## src/rtl/ring_lock_ctrl.sv

```systemverilog
// ring_lock_ctrl: wavelength-lock controller for one microring channel.
// It sweeps the heater code across a window, parks on the drop-port power peak,
// then dithers around that code to follow thermal drift. A large power loss
// starts a new sweep.
//
// Sample stream: pd_valid/pd_code is valid-only, with no ready signal. A sample is
// consumed only in the cycle where a measure state (MEAS, VERIFY, TRK_C, TRK_P,
// TRK_M) sees pd_valid=1. Samples that arrive in any other state are dropped.
module ring_lock_ctrl #(
    parameter int CODE_W      = 8,
    parameter int PWR_W       = 10,
    parameter int SETTLE_CYC  = 2,
    parameter int MIN_PWR     = 64,
    parameter int LOCK_THRESH = 16
) (
    input  logic              clk,
    input  logic              rst,
    input  logic              start,
    input  logic              stop,
    input  logic [CODE_W-1:0] sweep_lo,
    input  logic [CODE_W-1:0] sweep_hi,
    input  logic              pd_valid,
    input  logic [PWR_W-1:0]  pd_code,
    output logic [CODE_W-1:0] heater_code,
    output logic              busy,
    output logic              locked,
    output logic [CODE_W-1:0] lock_code,
    output logic [PWR_W-1:0]  ref_pwr,
    output logic              err,
    output logic [3:0]        relock_cnt,
    output logic [2:0]        state_dbg
);

    typedef enum logic [2:0] {
        IDLE   = 3'd0,
        SETTLE = 3'd1,
        MEAS   = 3'd2,
        VERIFY = 3'd3,
        TRK_C  = 3'd4,
        TRK_P  = 3'd5,
        TRK_M  = 3'd6
    } state_t;

    localparam int CNT_W = (SETTLE_CYC > 1) ? $clog2(SETTLE_CYC) : 1;
    localparam logic [CNT_W-1:0] CNT_LAST = CNT_W'((SETTLE_CYC > 0) ? SETTLE_CYC - 1 : 0);
    localparam logic [PWR_W-1:0] MIN_P = PWR_W'(MIN_PWR);
    localparam logic [PWR_W-1:0] THR   = PWR_W'(LOCK_THRESH);

    state_t            state_q, state_d, pend_q, pend_d, nxt_meas;
    logic [CNT_W-1:0]  cnt_q, cnt_d;
    logic [CODE_W-1:0] lo_q, lo_d, hi_q, hi_d;
    logic [CODE_W-1:0] heater_q, heater_d, best_code_q, best_code_d, lock_code_q, lock_code_d;
    logic [PWR_W-1:0]  best_q, best_d, p0_q, p0_d, ref_q, ref_d;
    logic              locked_q, locked_d, err_q, err_d;
    logic [3:0]        relock_q, relock_d;
    logic              settle_go;

    // Next-state and datapath updates; every heater move routes through SETTLE.
    always_comb begin
        state_d     = state_q;
        pend_d      = pend_q;
        cnt_d       = cnt_q;
        lo_d        = lo_q;
        hi_d        = hi_q;
        heater_d    = heater_q;
        best_d      = best_q;
        best_code_d = best_code_q;
        lock_code_d = lock_code_q;
        p0_d        = p0_q;
        ref_d       = ref_q;
        locked_d    = locked_q;
        err_d       = err_q;
        relock_d    = relock_q;
        settle_go   = 1'b0;
        nxt_meas    = MEAS;

        if (stop) begin
            state_d  = IDLE;
            locked_d = 1'b0;
        end else begin
            case (state_q)
                IDLE: begin
                    if (start) begin
                        if (sweep_lo > sweep_hi) begin
                            err_d = 1'b1;
                        end else begin
                            err_d       = 1'b0;
                            relock_d    = 4'd0;
                            lo_d        = sweep_lo;
                            hi_d        = sweep_hi;
                            best_d      = '0;
                            best_code_d = sweep_lo;
                            heater_d    = sweep_lo;
                            settle_go   = 1'b1;
                            nxt_meas    = MEAS;
                        end
                    end
                end
                SETTLE: begin
                    if (cnt_q == CNT_LAST) state_d = pend_q;
                    else                   cnt_d   = cnt_q + 1'b1;
                end
                MEAS: begin
                    if (pd_valid) begin
                        // Strictly greater: on a tie the lower (earlier) code wins.
                        if (pd_code > best_q) begin
                            best_d      = pd_code;
                            best_code_d = heater_q;
                        end
                        if (heater_q == hi_q) begin
                            heater_d = (pd_code > best_q) ? heater_q : best_code_q;
                            nxt_meas = VERIFY;
                        end else begin
                            heater_d = heater_q + 1'b1;
                            nxt_meas = MEAS;
                        end
                        settle_go = 1'b1;
                    end
                end
                VERIFY: begin
                    if (pd_valid) begin
                        if (pd_code < MIN_P) begin
                            err_d    = 1'b1;
                            heater_d = lo_q;
                            state_d  = IDLE;
                        end else begin
                            ref_d       = pd_code;
                            lock_code_d = heater_q;
                            locked_d    = 1'b1;
                            settle_go   = 1'b1;
                            nxt_meas    = TRK_C;
                        end
                    end
                end
                TRK_C: begin
                    if (pd_valid) begin
                        if (ref_q >= THR && pd_code < ref_q - THR) begin
                            locked_d    = 1'b0;
                            relock_d    = (relock_q == 4'hf) ? relock_q : relock_q + 4'd1;
                            best_d      = '0;
                            best_code_d = lo_q;
                            heater_d    = lo_q;
                            settle_go   = 1'b1;
                            nxt_meas    = MEAS;
                        end else begin
                            p0_d = pd_code;
                            if (lock_code_q < hi_q) begin
                                heater_d  = lock_code_q + 1'b1;
                                settle_go = 1'b1;
                                nxt_meas  = TRK_P;
                            end else if (lock_code_q > lo_q) begin
                                heater_d  = lock_code_q - 1'b1;
                                settle_go = 1'b1;
                                nxt_meas  = TRK_M;
                            end
                            // A single-point window has nowhere to probe; stay centered.
                        end
                    end
                end
                TRK_P: begin
                    if (pd_valid) begin
                        settle_go = 1'b1;
                        if (pd_code > p0_q) begin
                            lock_code_d = heater_q;
                            nxt_meas    = TRK_C;
                        end else if (lock_code_q > lo_q) begin
                            heater_d = lock_code_q - 1'b1;
                            nxt_meas = TRK_M;
                        end else begin
                            heater_d = lock_code_q;
                            nxt_meas = TRK_C;
                        end
                    end
                end
                TRK_M: begin
                    if (pd_valid) begin
                        settle_go = 1'b1;
                        nxt_meas  = TRK_C;
                        if (pd_code > p0_q) lock_code_d = heater_q;
                        else                heater_d    = lock_code_q;
                    end
                end
                default: state_d = IDLE;
            endcase

            // With zero settle cycles the pending measure state is entered directly.
            if (settle_go) begin
                if (SETTLE_CYC == 0) begin
                    state_d = nxt_meas;
                end else begin
                    state_d = SETTLE;
                    pend_d  = nxt_meas;
                    cnt_d   = '0;
                end
            end
        end
    end

    // State and datapath registers with synchronous reset.
    always_ff @(posedge clk) begin
        if (rst) begin
            state_q     <= IDLE;
            pend_q      <= MEAS;
            cnt_q       <= '0;
            lo_q        <= '0;
            hi_q        <= '0;
            heater_q    <= '0;
            best_q      <= '0;
            best_code_q <= '0;
            lock_code_q <= '0;
            p0_q        <= '0;
            ref_q       <= '0;
            locked_q    <= 1'b0;
            err_q       <= 1'b0;
            relock_q    <= 4'd0;
        end else begin
            state_q     <= state_d;
            pend_q      <= pend_d;
            cnt_q       <= cnt_d;
            lo_q        <= lo_d;
            hi_q        <= hi_d;
            heater_q    <= heater_d;
            best_q      <= best_d;
            best_code_q <= best_code_d;
            lock_code_q <= lock_code_d;
            p0_q        <= p0_d;
            ref_q       <= ref_d;
            locked_q    <= locked_d;
            err_q       <= err_d;
            relock_q    <= relock_d;
        end
    end

    assign heater_code = heater_q;
    assign busy        = (state_q != IDLE);
    assign locked      = locked_q;
    assign lock_code   = lock_code_q;
    assign ref_pwr     = ref_q;
    assign err         = err_q;
    assign relock_cnt  = relock_q;
    assign state_dbg   = state_q;

endmodule

```

## config.mk

```make
export PLATFORM = sky130hd
export DESIGN_NAME = ring_lock_ctrl
export DESIGN_NICKNAME = d
export VERILOG_FILES = /design/src/rtl/ring_lock_ctrl.sv
export SDC_FILE = /design/constraint.sdc
export NUM_CORES = 1
export LEC_CHECK = 0
export ABC_AREA = 1
export CORE_MARGIN = 2
export CORE_UTILIZATION = 52
export CTS_CLUSTER_SIZE = 28
export DETAILED_ROUTE_END_ITERATION = 6
export PLACE_DENSITY_LB_ADDON = 0.25
export RECOVER_POWER = 25
export REMOVE_ABC_BUFFERS = 1
export SLEW_MARGIN = 20
export SYNTH_ARGS = -nofsm -noshare
export SYNTH_HDL_FRONTEND = slang
export SYNTH_SLANG_ARGS = --single-unit
```

## constraint.sdc

```tcl
create_clock -name clk -period 2.61 [get_ports clk]
set_clock_uncertainty 0.15 [all_clocks]
set_input_delay 0.261 -clock clk [delete_from_list [all_inputs] [get_ports clk]]
set_output_delay 0.261 -clock clk [all_outputs]
set_load 0.005 [all_outputs]
```

# == After elaboration in Yosys (flattened, before gate mapping) ==
# Index checks and enable logic that the tools add are counted.
# W data, S select, Z words.
# totals
ff_bits,83
in_bits,31
output_inout_bits,36
# op_classes
add_sub_neg,6
order_cmp,8
eq_ne,28
muxes,79
bitwise_logic,5
reduce_logical,29
# ops
op,n
$mux W8,21
$mux W10,6
$pmux W8 S6,1
$mux W3,11
$pmux W10 S3,1
$ne A2 B2 Y1 const B,14
$mux W1,24
$pmux W8 S3,1
$gt A10 B10 Y1,2
$mux W4,5
$reduce_and A4 Y1,5
$add A8 B1 Y8 const B,2
$gt A8 B8 Y1,2
$pmux W8 S2,1
$pmux W3 S5,1
$reduce_and A5 Y1,3
$reduce_and A7 Y1,2
$reduce_and A12 Y1,1
$ge A10 B5 Y1 const B,1
$lt A10 B10 Y1,1
$lt A10 B7 Y1 const B,1
$reduce_bool A2 Y1,5
$sub A10 B5 Y10 const B,1
$eq A3 B3 Y1 const B,3
26 further kinds,40

# == Logic depth before layout (Yosys ltp) ==
# Gate-level depths: netlist of the first run.
# depth
ltp_word,9
mapped_depth,18
depth_no_buf,18

# == Worst setup path after synthesis of the first run ==
# Ideal clock, no wire load.
# synth_path
kind,reg2reg
from,register ref_pwr[4] (netlist name)
to,register lo_q[0]
setup_time_ns,0.132
arrival_time_ns,2.305
required_time_ns,2.328
path_slack_ns,0.023
path_stages_with_launch,17
n_path_buf,1
period_less_slack_ns,2.587
cell_sequence,dfxtp_1 inv_1 ha_1 nand2_1 xor2_1 ha_1 nand2_1 o21ai_0 nor2_2 nand2_1 nand2_2 inv_2 nor3_4 nand2_2 buf_2 nand2_1 a21oi_1
# synth_lines
item,line_no,source
to (signal assigned),220,lo_q <= lo_d;
to (decl),51,"logic [CODE_W-1:0] lo_q, lo_d, hi_q, hi_d;"

# == Final worst setup path of the first run ==
# layout_path
from,register ref_q[6] (netlist: ref_pwr[6])
to,register heater_q[5] (netlist: heater_code[5])
# layout_via
elab_chain_len,6
elab_cells_between_ends,9
# layout_lines
item,line_no,source
from (decl),53,"logic [PWR_W-1:0] best_q, best_d, p0_q, p0_d, ref_q, ref_d;"
from (signal assigned),227,ref_q <= ref_d;
$sub A10 B5 Y10,137,if (ref_q >= THR && pd_code < ref_q - THR) begin
$lt A10 B10 Y1,137,
$logic_and A1 B1 Y1 *,137,
$mux W8,137,
$mux W8,136,if (pd_valid) begin
$pmux W8 S6,81,case (state_q)
to (signal assigned),222,heater_q <= heater_d;
to (decl),52,"logic [CODE_W-1:0] heater_q, heater_d, best_code_q, best_code_d, lock_code_q, lock_code_d;"
# Every way passes the cells marked *; elsewhere a longest branch is shown, timed or not. The select of a mux whose other input is x is not followed.
# A chain may end at the register's enable or synchronous reset.

==> flow_summary.toml, run 1 <==
[run_status]
outcome = "finished, violations left"
violations = "setup timing"

[floorplanning]
initial_core_util = 0.531
die_y_um = 115
coreArea_um2 = 12000
die_w_um = 115
die-area_um2 = 13100
std_cell_rows = 40
ioPinCount = 67

[global_route]
grt_pass1_vias = 6454
grt.overflow.total = 0
antenna_found_initial = 0
grt_usage = 0.311
grt_max_degree = 48
grt_pass1_wl_um = 32200

[logic_synthesis]
yosysWarnings = 0
yosys_most_used_dff = "dfxtp_1"
synth_cell_type_count = 45
synth_edf_count = 0
syn_inst = 989
syn_area_um2 = 6360
async_flop_share = 0
seq_area_frac_synth = 0.261
ys_seq_elements = 83
synth_area_per_cell_um2 = 6.43

[finish]
antenna_cells = 0
mostFrequentLayoutCells = "nand2_1 (222), inv_1 (101), a21oi_1 (99)"
nNetsFinal = 1226
area_growth_pct = 33.3
fin_area_um2 = 8470
postLayoutCoreUtil = 0.708
stdcell_count = 1289
n_fill_cell = 990
final_common_cell = "nand2_1"
multi_input_area_um2 = 4350
drive_above_1_share = 0.185
seqCellArea_um2 = 1660

[worst_setup_path]
endpoint_kind = "register"
r2r-start = "ref_pwr[6]"
cp_data_arrival_time_ns = 2.77
r2r_end = "heater_code[5]"
path_delay_family = "simple AND/OR/NAND/NOR gates"
worst-path-buf-inv = 0
cpPeakStageDelay_ns = 0.34
cp_slowest_cell = "ha_1"
critical_path.cell_chain = "nor2_2, nand2_2, nor3_2, xnor2_1, ha_1, a21oi_2, o21ai_1, nor2_2, nand2_4, nand2_1, nor2_1, nor2_4, nand2_4, a21oi_1, a21oi_1"
cp_max_fo = 8
regToRegSetupSlack_ns = -0.06
ff2ff_path_depth = 15
required_ns = 2.71
start_kind = "register"
crit_type = "reg -> reg"
crit_start = "ref_pwr[6]"

[min_path]
min_path_type = "reg -> reg"
hold_path_end = "p0_q[0]"
worstHoldPathCells = 2
hp-start = "p0_q[0]"

[timing]
setup_viol = 33
rsz0062_at_grt = "true"
timing.slew.headroom = 0.465
timing.final.ws_setup_ns = -0.0590
worstMarginPinSlew_ns = 0.795
hold_violations = 0
min_period_ns = 2.67
drv_slew = 0
fin_crit_sh = 1.02
fmax_ghz = 0.375

[placement]
port_buffers = 66
hpwl_um = 15000
place_congestion = 0.957
placed_area_um2 = 7790
dpl.cell_count = 1267

[drt]
drt_iter0_markers = 733
drc = 0
vias_per_cell = 5.65
routedWlPerCell_um = 16.1
first_pass_iters = 6
wl_um = 20800
ant_nets = 0
detailroute.via_count = 7277

[cts]
cts.clk_slew.worst_paths_ns = 0.07
cts_tree = "done"
cts_buffer_depth = 2
cts-root-buf = "clkbuf_16"
cts_buffers = 9
cts_max_level = 3
clock_sinks = 83
clkLatencyLatePin_ns = 0.36

[power]
p_total_w = 0.00376
ir_drop_mv = 0.374
power_density_nw_per_um2 = 443
total_leakage_power_nw = 3.85

[flow_run]
drv_cap = 0
logic make-up after synthesis:
logic type,count (synthesis),share of synthesized area
buffers and inverters,149,0.0943
flip-flops,83,0.261
AND/OR/NAND/NOR,458,0.312
XOR/XNOR,25,0.0344
AO/OA/AOI/OAI,216,0.184
adder cells (fa/ha/maj),58,0.114
state kept, by name (all words and copies together) (netlist names):
signal,cells
best_code_q,8
best_q,10
cnt_q,1
err,1
heater_code,8
hi_q,8
lo_q,8
lock_code,8
locked,1
p0_q,10
pend_q,3
ref_pwr,10
relock_cnt,4
state_dbg,3
power by group:
part / internal [W] / total [W] / switching [W]
clock: 0.000964 / 0.00154 / 0.000573
combinational: 0.000351 / 0.000859 / 0.000508
sequential: 0.00132 / 0.00136 / 0.0000474
synth_stat cells (3+ instances only):
cell type / n / area, um^2
o211ai_1: 12 / 90.1
nand2_1: 247 / 927
nand3_2: 3 / 30.0
o21a_1: 5 / 37.5
nand3_1: 74 / 370
a21oi_1: 114 / 571
nand4_1: 7 / 43.8
xor2_1: 20 / 175
nor2_1: 97 / 364
ha_1: 58 / 726
o21bai_1: 7 / 52.6
xnor2_1: 5 / 43.8
buf_2: 8 / 40.0
nor3_1: 8 / 40.0
nand2_4: 3 / 33.8
dfxtp_1: 83 / 1660
inv_1: 103 / 387
nor2_2: 4 / 25.0
o21ai_0: 64 / 320
o21ai_1: 3 / 15.0
buf_4: 4 / 30.0
clkbuf_1: 21 / 78.8
inv_2: 8 / 30.0
nand2_2: 3 / 18.8
per-layer routing:
| metal | part of all wire | vias to the layer above | global-route usage | wire length [um] |
|---|---|---|---|---|
| li1 | - | 3555 | - | - |
| met1 | 0.44 | 3298 | 0.453 | 9220 |
| met2 | 0.43 | 373 | 0.471 | 9020 |
| met3 | 0.093 | 51 | 0.0471 | 1920 |
| met4 | 0.028 | 0 | 0.0951 | 591 |
| met5 | 0 | - | 0 | 0 |
through the flow:
stage | hold slack (ns) | setup slack, ns | TNS [ns]
2_1_floorplan | 0.180 | -0.733 | -18.28
3_3_place_gp | 0.289 | -0.246 | -4.09
3_5_place_dp | 0.297 | -0.270 | -5.95
4_1_cts | 0.306 | 0.00211 | 0
5_1_grt | 0.329 | -0.212 | -7.88
6_report | 0.312 | -0.0590 | -0.730
how the worst max path moves through the flow:
stage                                 to  slack [ns]  depth (start not counted)
after floorplan                best_q[0]       -0.73                         15
after global routing             p0_q[7]       -0.21                         16
after global placement    heater_code[3]       -0.25                         13
after CTS                   state_dbg[0]       0.002                         17
final                     heater_code[5]       -0.06                         15
after detailed placement  heater_code[3]       -0.27                         13
what timing repair did:
item / 4_1_cts / 5_1_grt
setup buffers: 2 / 1
pin swaps: 4 / 37
resized for setup: 12 / 96
hold buffers: 0 / 0
cloned: 1 / 2
endpoints found under the setup margin: 52 / 67
final cells by class:
| type | count | area share |
|---|---|---|
| clock inverters | 6 | 0.0133 |
| clock buffers | 10 | 0.0282 |
| inverters | 114 | 0.0514 |
| flip-flops and latches | 83 | 0.196 |
| repair buffers | 171 | 0.175 |
| multi-input cells | 758 | 0.514 |
| well taps | 147 | 0.0217 |
worst register-to-register path: stages, from the launching register on:
cell and delay [ns]:
dfxtp_2 0.32, nor2_2 0.11, nand2_2 0.08, nor3_2 0.18, xnor2_1 0.10, ha_1 0.34
a21oi_2 0.13, o21ai_1 0.09, nor2_2 0.16, nand2_4 0.10, nand2_1 0.11, nor2_1 0.08
nor2_4 0.20, nand2_4 0.15, a21oi_1 0.18, a21oi_1 0.09
Note: power is estimated with default switching activity, not from simulation.
==> inputs of run 2 (changes only) <==
CAP_MARGIN = 25   (was unset)
CELL_PAD_IN_SITES_DETAIL_PLACEMENT = 0   (was unset)
CELL_PAD_IN_SITES_GLOBAL_PLACEMENT = 2   (was unset)
CORE_UTILIZATION = 28   (was 52)
PLACE_DENSITY_LB_ADDON = 0.12   (was 0.25)
==> run 2 against run 1 <==
Net effect: the run still ends with setup timing left; critical endpoint is now hi_q[6]; non-clock buffer count is 28 higher; critical path depth is 2 higher; flip-flop and latch count stayed put; total power is 4.7% lower; count of clock-buffer cells in the layout is 1 lower.
==> flow_summary.toml, run 2 (synthesis results as in run 1) <==
[global_route]
grt.overflow.total = 0
grt_usage = 0.207
grt-busiest-layer = "met1"
use_met2 = 0.310
grt_pass1_vias = 6614
met1_usage = 0.315
grt_pass1_wl_um = 38400
grt_use_met3 = 0.0213
grt_max_degree = 48
antenna_found_initial = 0

[finish]
antenna_cells = 0
nNetsFinal = 1254
final_common_cell = "nand2_1"
postLayoutCoreUtil = 0.398
fin_area_um2 = 8920
mostFrequentLayoutCells = "nand2_1 (217), buf_4 (115), inv_1 (101)"
drive_above_1_share = 0.210
area_growth_pct = 40.4

[timing]
hold_violations = 0
drv_slew = 0
timing.final.ws_setup_ns = -0.136
worstMarginPinSlew_ns = 0.583
rsz0062_at_grt = "true"
min_period_ns = 2.75
fmax_ghz = 0.364
fin_crit_sh = 1.05
timing.slew.headroom = 0.612
setup_viol = 41

[drt]
ant_nets = 0
first_pass_iters = 5
detailroute.via_count = 6934
wl_um = 24900
routedWlPerCell_um = 17.1
drc = 0
vias_per_cell = 4.77
drt_iter0_markers = 442

[cts]
cts-root-buf = "clkbuf_16"
cts_max_level = 3
clock_sinks = 83
cts.clk_slew.worst_paths_ns = 0.07
cts_buffer_depth = 2
cts_hold_buffers = 0
clkLatencyLatePin_ns = 0.36
cts_tree = "done"
cts_buffers = 9

[power]
clockPowerShare = 0.355
p_int_w = 0.00236
switchingPower_w = 0.00122
pwr-share-seq = 0.377
p_sw_frac = 0.340
total_leakage_power_nw = 3.99
ir_drop_mv = 0.287
power_density_nw_per_um2 = 401
p_comb_frac = 0.268

[floorplanning]
die_y_um = 155
ioPinCount = 67
initial_core_util = 0.283
die-area_um2 = 23900
die_w_um = 155
std_cell_rows = 55
coreArea_um2 = 22400

[run_status]
violations = "setup timing"
outcome = "finished, violations left"

[worst_setup_path]
crit_type = "reg -> reg"
start_kind = "register"
cp_max_fo = 8
required_ns = 2.70
endpoint_kind = "register"
cp_data_arrival_time_ns = 2.83

[placement]
hpwl_um = 19200
placed_area_um2 = 8230
place_congestion = 0.825
port_buffers = 66

[min_path]
min_path_type = "in -> reg"

[flow_run]
drv_cap = 0
run 2: cell types whose count changed in the layout (fill, tap and decap cells not counted), sizes merged:
cell	previous run	this run
clkinvlp	0	2
dlygate4sd3	15	13
inv	112	114
dlymetal6s2s	0	1
clkdlybuf4s50	51	52
bufinv	3	0
buf	105	131
clkbuf	10	11
run 2: final cells by class:
cell class                 instances  area [um^2]
timing repair buffer             199         1780
fill                            2464        13500
sequential                        83         1660
multi-input combinational        758         4410
clock buffer                       9          225
clock inverter                     7         51.3
inverter                         114          438
tap                              285          357
run 2: path summary, 6_finish.rpt:
check / to / slack, ns / start / cells after the start
setup reg to reg: hi_q[6] / -0.14 / ref_pwr[6] / 17
hold reg to reg: p0_q[2] / 0.31 / p0_q[2] / 2
hold / removal: ref_pwr[8] / 0.20 / pd_code[8] / 3
setup / recovery: hi_q[6] / -0.14 / ref_pwr[6] / 17
run 2: what timing repair did:
action                                  in CTS  in global routing
gates cloned                                 2                  2
endpoints found under the hold margin        0                  0
endpoints found under the setup margin      60                 69
gates resized for setup                     37                 76
setup buffers                                2                  1
pin swaps                                   21                 20
run 2: metrics by stage:
step	hold slack (ns)	setup TNS [ns]	std cells	setup WS, ns	total power, W
3_5_place_dp	0.298	-15.16	1432	-0.410	0.00226
5_1_grt	0.283	-10.91	1455	-0.270	0.00378
3_3_place_gp	0.297	-15.59	1432	-0.440	0.00226
4_1_cts	0.309	-1.46	1452	-0.0866	0.00358
2_1_floorplan	0.180	-18.28	954	-0.733	0.00180
6_report	0.201	-3.45	1455	-0.136	0.00358
run 2: layer usage:
| layer | vias to the layer above | part of all wire |
|---|---|---|
| met5 | - | 0 |
| met4 | 0 | 0.014 |
| met3 | 19 | 0.034 |
| met2 | 131 | 0.43 |
| met1 | 3175 | 0.53 |
| li1 | 3609 | - |
run 2: critical path: stages, from the launching register on:
cell	delay, ns
dfxtp_2	0.33
nor2_2	0.11
nand2_2	0.10
buf_6	0.13
xor2_1	0.13
ha_1	0.34
a21oi_1	0.15
o21ai_1	0.10
nor2_2	0.15
nand2_4	0.08
nand2_4	0.09
inv_4	0.06
nor3_4	0.18
buf_6	0.15
nand2_4	0.08
clkbuf_16	0.18
nand2_1	0.06
a21oi_1	0.05
run 2: power by group through the flow:
stage	sequential, W	combinational [W]	clock [W]
6_report	0.00135	0.000961	0.00127
5_1_grt	0.00136	0.00107	0.00135
4_1_cts	0.00135	0.000911	0.00132
3_5_place_dp	0.00138	0.000877	0
3_3_place_gp	0.00138	0.000885	0
2_1_floorplan	0.00138	0.000425	0
